### config.mk
export PLATFORM = sky130hd
export DESIGN_NAME = pg_lane_fifo
export DESIGN_NICKNAME = d
export VERILOG_FILES = /design/src/rtl/pg_lane_fifo.sv
export SDC_FILE = /design/constraint.sdc
export NUM_CORES = 1
export LEC_CHECK = 0
export BUFFER_PORTS_ARGS = -buffer_cell sky130_fd_sc_hd__buf_2
export CAP_MARGIN = 25
export CORE_MARGIN = 5
export CORE_UTILIZATION = 55
export DETAILED_ROUTE_END_ITERATION = 12
export HOLD_SLACK_MARGIN = 0.06
export PLACE_DENSITY = 0.84
export SYNTH_ARGS = -nofsm -noshare
export SYNTH_HDL_FRONTEND = slang
export SYNTH_SLANG_ARGS = --single-unit
### constraint.sdc
create_clock -name clk -period 2.5 [get_ports clk]
set_clock_uncertainty 0.15 [all_clocks]
set_input_delay 0.125 -clock clk [delete_from_list [all_inputs] [get_ports clk]]
set_output_delay 0.125 -clock clk [all_outputs]
set_load 0.05 [all_outputs]
### src/rtl/pg_lane_fifo.sv
// Multi-lane elastic buffer: LANES independent FIFOs, each WIDTH bits by DEPTH entries,
// with per-lane valid/ready on both sides, occupancy reporting and synchronous flush.
module pg_lane_fifo #(
    parameter int unsigned WIDTH = 8,
    parameter int unsigned DEPTH = 4,
    parameter int unsigned LANES = 2,
    localparam int unsigned CW = $clog2(DEPTH + 1)
) (
    input  logic                   clk,
    input  logic                   rst_n,
    input  logic                   flush,
    input  logic [LANES*WIDTH-1:0] in_data,
    input  logic [LANES-1:0]       in_valid,
    output logic [LANES-1:0]       in_ready,
    output logic [LANES*WIDTH-1:0] out_data,
    output logic [LANES-1:0]       out_valid,
    input  logic [LANES-1:0]       out_ready,
    output logic [LANES*CW-1:0]    count
);

    localparam int unsigned PW = (DEPTH > 1) ? $clog2(DEPTH) : 1;
    localparam logic [PW-1:0] LAST = PW'(DEPTH - 1);
    localparam logic [CW-1:0] FULL = CW'(DEPTH);

    for (genvar g = 0; g < LANES; g++) begin : g_lane
        logic [WIDTH-1:0] mem_q [DEPTH];
        logic [PW-1:0]    wr_ptr_q, wr_ptr_d;
        logic [PW-1:0]    rd_ptr_q, rd_ptr_d;
        logic [CW-1:0]    cnt_q, cnt_d;
        logic             push, pop;

        // in_ready looks only at occupancy, so a full lane refuses a push even during a pop
        assign in_ready[g]                  = (cnt_q < FULL);
        assign out_valid[g]                 = (cnt_q != '0);
        assign out_data[g*WIDTH +: WIDTH]   = mem_q[rd_ptr_q];
        assign count[g*CW +: CW]            = cnt_q;
        assign push                         = in_valid[g] & in_ready[g];
        assign pop                          = out_valid[g] & out_ready[g];

        always_comb begin
            wr_ptr_d = wr_ptr_q;
            rd_ptr_d = rd_ptr_q;
            cnt_d    = cnt_q;
            if (flush) begin
                wr_ptr_d = '0;
                rd_ptr_d = '0;
                cnt_d    = '0;
            end else begin
                if (push) wr_ptr_d = (wr_ptr_q == LAST) ? '0 : wr_ptr_q + PW'(1);
                if (pop)  rd_ptr_d = (rd_ptr_q == LAST) ? '0 : rd_ptr_q + PW'(1);
                case ({push, pop})
                    2'b10:   cnt_d = cnt_q + CW'(1);
                    2'b01:   cnt_d = cnt_q - CW'(1);
                    default: cnt_d = cnt_q;
                endcase
            end
        end

        always_ff @(posedge clk or negedge rst_n) begin
            if (!rst_n) begin
                wr_ptr_q <= '0;
                rd_ptr_q <= '0;
                cnt_q    <= '0;
            end else begin
                wr_ptr_q <= wr_ptr_d;
                rd_ptr_q <= rd_ptr_d;
                cnt_q    <= cnt_d;
            end
        end

        // Storage is zeroed by reset but deliberately left intact by flush
        always_ff @(posedge clk or negedge rst_n) begin
            if (!rst_n) begin
                for (int i = 0; i < DEPTH; i++) mem_q[i] <= '0;
            end else if (push && !flush) begin
                mem_q[wr_ptr_q] <= in_data[g*WIDTH +: WIDTH];
            end
        end
    end

endmodule

# == Yosys cells after proc, flatten, opt, wreduce, memory -nomap -nowiden ==
# Cells that the tools add are included.
# classes
addsub,8
multipliers,0
n_div,0
n_lt_le_gt_ge,8
n_eq_ne,8
shifts,0
mux,28
n_bitwise,8
n_reduce_logical,13
# ops
operator,count
$bwmux W32,2
$mux W8,6
$bmux W8 S2,2
$demux W8 S2,2
$mux W2,12
$eq A2 B2 Y1 const B,6
$ge A3 B3 Y1 const B,4
$not A2 Y3,4
$pmux W3 S2,2
$reduce_bool A3 Y1,4
$add A2 B1 Y2 const B,4
$reduce_bool A2 Y1,4
$add A3 B1 Y3 const B,2
$lt A3 B1 Y1 const B,2
$lt A3 B3 Y1 const B,2
$mux W3,2
$sub A3 B1 Y3 const B,2
$and A1 B1 Y1,4
$eq A2 B1 Y1 const B,2
$logic_and A1 B1 Y1,4
$logic_not A1 Y1,1
# word_totals
ff_bits,78
latchBits,0
ramBits,0
mem_bits_ro,0
inputBits,23
wordCells,87
n_memories,0

# == Longest topological paths before layout ==
# depth
depth_word,6
mapped_depth,9

# == Least setup slack after synthesis ==
# OpenSTA, ideal clock, no wires.
# synth_timing
kind,flip-flop to flip-flop
from,register g_lane[1].cnt_q[1]
to,register g_lane[1].cnt_q[2]
setup_time_ps,78
arrival_ps,2421
t_required_ps,2272
slack_ps,-149
path_stages_with_launch,9
synth_period_minus_slack_ps,2649
path_cell_list,dfrtp_1 or3_1 nand2_1 nor2_1 fa_1 nand2b_1 nor4_1 a21oi_1 a21oi_1
# synth_via
elab_chain_cells,5
elab_cells_between_ends,11
classes_between,2 x add/sub; 1 x order compare; 2 x eq/ne; 2 x mux; 2 x bitwise; 2 x reduce/logical
# synth_rtl
element,line,rtl
from (decl),29,"logic [CW-1:0] cnt_q, cnt_d;"
from (signal assigned),67,cnt_q <= cnt_d;
$reduce_bool A3 Y1 *,34,assign out_valid[g] = (cnt_q != '0);
via out_valid[1],16,"output logic [LANES-1:0] out_valid,"
$and A1 B1 Y1 *,38,assign pop = out_valid[g] & out_ready[g];
$eq A2 B1 Y1 or $eq A2 B2 Y1 (tied branches),51,"case ({push, pop})"
$pmux W3 S2,51,
$mux W3,44,if (flush) begin
# The timed path passes the listed nets; every way through them passes the cells marked *.
# A chain may end at the register's enable or synchronous reset.

# == Worst setup path after layout ==
# layout_timing
from,register g_lane[0].cnt_q[0]
to,register g_lane[0].cnt_q[1]
# layout_via
elab_chain_cells,5
elab_cells_between_ends,11
classes_between,2 x add/sub; 1 x order compare; 2 x eq/ne; 2 x mux; 2 x bitwise; 2 x reduce/logical
# layout_rtl
element,line
from (decl),29
from (signal assigned),67
$lt A3 B3 Y1 or $reduce_bool A3 Y1 (tied branches),"33, 34"
$and A1 B1 Y1 (on tied branches),"37, 38"
$eq A2 B1 Y1 or $eq A2 B2 Y1 (tied branches),51
$pmux W3 S2,51
$mux W3,44
# Parallel ways exist; a longest one is shown, timed or not.

==> flow_summary_export.csv <==
group,metric,value,unit
status,status,"finished, final reports clean",
global_routing,antenna_found_initial,0,
clock_tree,clock_sinks,78,
route,wl_met3,312,um
route,first_iter_violations,114,
critical_path,critPathMaxFanout,10,
timing,tns,0,ps
timing,fin_crit_sh,91.1,%
cells_and_area,n_antenna_cell,0,
cells_and_area,final_common_cell,"dfrtp_1",
route,route.top_layer_used,"met4",
power_and_ir_drop,power_leakage,2.21,nW
route,wirelength,7.41,mm
yosys,synth.avg_cell_area,15.1,um2
clock_tree,clk_pin_slew,70,ps
route,via_count,2360,
route,wl_met1,3.38,mm
cells_and_area,area_delta_synth_final,18.1,%
power_and_ir_drop,vdd_ir_drop_max,0.397,mV
route,drc,0,
global_routing,gr-total-overflow,0,
clock_tree,htree_num_levels,3,
route,drt-wirelength-per-cell,16.8,um
power_and_ir_drop,power_density,976,nW/um2
route,antenna_left,0,
timing,slew_headroom,59.4,%
cells_and_area,finalNetCount,370,
place,place_hpwl,4.86,mm
place,io_buffers,48,
critical_path,crit_arrival,2330,ps
route,dr_wl_met2,3.66,mm
clock_tree,cts_inserted_buffers,9,
die,die-height,96.0,um
timing,drv_slew,0,
timing,layout_setup_ws,223,ps
yosys,synth_cell_types,35,
timing,finalSetupViolCount,0,
yosys,seq_area_frac_synth,48.0,%
yosys,yosys_warnings,0,
cells_and_area,fillers,544,
yosys,syn_nets,303,
global_routing,track_usage,17.9,%
timing,fmax,439,MHz
critical_path,worst_setup_path_start_kind,"flop",
yosys,synthCells,270,
timing,hold_viol,0,
clock_tree,cts-root-buf,"clkbuf_8",
route,dr.pass1.iters,4,
timing,period_minus_slack,2280,ps
timing,timing.hold.ws,358,ps
die,io_pins,49,
critical_path,cp-end-kind,"flop",
critical_path,path_class,"flop to flop",
yosys,synth_seq_cells,78,
critical_path,crit_required,2550,ps
min_path,hp-class,"flop to flop",
timing,tightest_slew,609,ps
clock_tree,cts_tree,"yes",
global_routing,grt_max_degree,79,
cells_and_area,mostFrequentLayoutCells,"78 x dfrtp_1, 64 x mux2_4, 47 x buf_2",
clock_tree,clk_latency,330,ps
place,gp_congestion,0.820,
power_and_ir_drop,finalPower,4.69,mW
clock_tree,clockBufferDepth,2,
yosys,synth_area,4070,um2
timing,rsz0062_at_grt,"false",
global_routing,grt_pass1_vias,2556,
die,start_util,56.4,%
die,placeableCoreArea,7210,um2
die,dieArea,9210,um2
die,rows,31,
flow_run,max_cap_viol_count,0,
die,die_x,96.0,um
route,vias_per_cell,5.35,
cells_and_area,drive_above_1_share,45.3,%
clock_tree,cts_resized,0,
place,pre_cts_slack,226,ps
global_routing,grt_pass1_wl,12.7,mm
## registers in the layout (all words and copies together) (netlist names)
register	count
g_lane.wr_ptr_q	4
g_lane.mem_q	64
g_lane.rd_ptr_q	4
g_lane.cnt_q	6
## path summary, 6_finish.rpt
path | from | endpoint | slack, ps | cells past startpoint
worst max register to register | g_lane[0].cnt_q[0]$_DFFE_PN0P_ | g_lane[0].cnt_q[1]$_DFFE_PN0P_ | 220 | 9
worst max-delay path | g_lane[0].cnt_q[0]$_DFFE_PN0P_ | g_lane[0].cnt_q[1]$_DFFE_PN0P_ | 220 | 9
worst min register to register | g_lane[1].mem_q[10]$_DFFE_PN0P_ | g_lane[1].mem_q[10]$_DFFE_PN0P_ | 360 | 1
min in group asynchronous | rst_n | g_lane[1].mem_q[2]$_DFFE_PN0P_ | 510 | 3
worst min-delay path | g_lane[1].mem_q[10]$_DFFE_PN0P_ | g_lane[1].mem_q[10]$_DFFE_PN0P_ | 360 | 1
max in group asynchronous | rst_n | g_lane[0].mem_q[22]$_DFFE_PN0P_ | 1150 | 4
## report_power, final
group | internal, mW | switching [mW] | total [mW] | leakage, nW
registers | 1.65 | 0.270 | 1.92 | 0.990
logic | 0.848 | 0.796 | 1.64 | 1.10
clock network | 0.668 | 0.451 | 1.12 | 0.118
## final cells by class
cell class	count	area (um2)	share of cell area (%)
inverter	8	30.0	0.625
tap	99	124	2.58
clock buffer	11	131	2.74
timing repair buffer	73	510	10.6
sequential	78	1950	40.6
multi-input combinational	167	1950	40.6
clock inverter	5	108	2.24
## layer usage
| layer | up-vias | global-route usage (%) |
|---|---|---|
| met5 | - | 0 |
| met2 | 51 | 28.7 |
| li1 | 1095 | - |
| met4 | 0 | 4.74 |
| met3 | 7 | 4.77 |
| met1 | 1207 | 24.3 |
## critical path: stages (launching register included)
cell      delay [ps]
dfrtp_1          510
nor2_1           100
nor2_1           180
nor2_1            60
nor2_1           120
fa_1             450
o21ai_0          200
a31oi_1           60
o32ai_1          230
a311oi_1          80
## timing repair
item	4_1_cts	5_1_grt
hold endpoints to repair	156	2
setup buffers	0	0
hold buffers	23	1
## stage by stage
step	utilization, %	cells	cell area (um2)
2_1_floorplan	-	270	4070
3_5_place_dp	59.6	400	4300
3_3_place_gp	59.6	400	4300
4_1_cts	66.1	439	4770
6_report	66.6	441	4800
5_1_grt	66.6	441	4800
## cell families after synthesis
group | share of synthesized area (%)
buffers and inverters | 4.22
adders and majority gates | 3.45
xor gates and xnor gates | 1.51
and+or+nand+nor | 6.25
muxes | 33.0
AOI/OAI and AO/OA | 3.60
DFF | 48.0
## synth_stat cells, drive strengths merged
master / count / area, um2
a2111o: 1 / 11.3
mux2i: 2 / 20.0
a31oi: 2 / 12.5
ha: 8 / 100
o2bb2a: 1 / 10.0
mux4: 16 / 360
buf: 14 / 130
a311oi: 1 / 8.76
a21oi: 7 / 35.0
dfrtp: 78 / 1950
o211ai: 1 / 7.51
o21ai: 7 / 35.0
o221ai: 1 / 8.76
nor4: 1 / 6.26
mux2: 64 / 961
xor2: 4 / 35.0
nand2: 4 / 15.0
a221oi: 1 / 8.76
nor2: 20 / 82.6
inv: 8 / 30.0
nand2b: 2 / 12.5
and2: 9 / 76.3
xnor2: 3 / 26.3
nand3: 4 / 20.0
or3: 2 / 12.5
fa: 2 / 40.0
nor2b: 3 / 28.8
clkbuf: 3 / 11.3
o32ai: 1 / 8.76
Note: power is estimated with default switching activity, not from simulation.
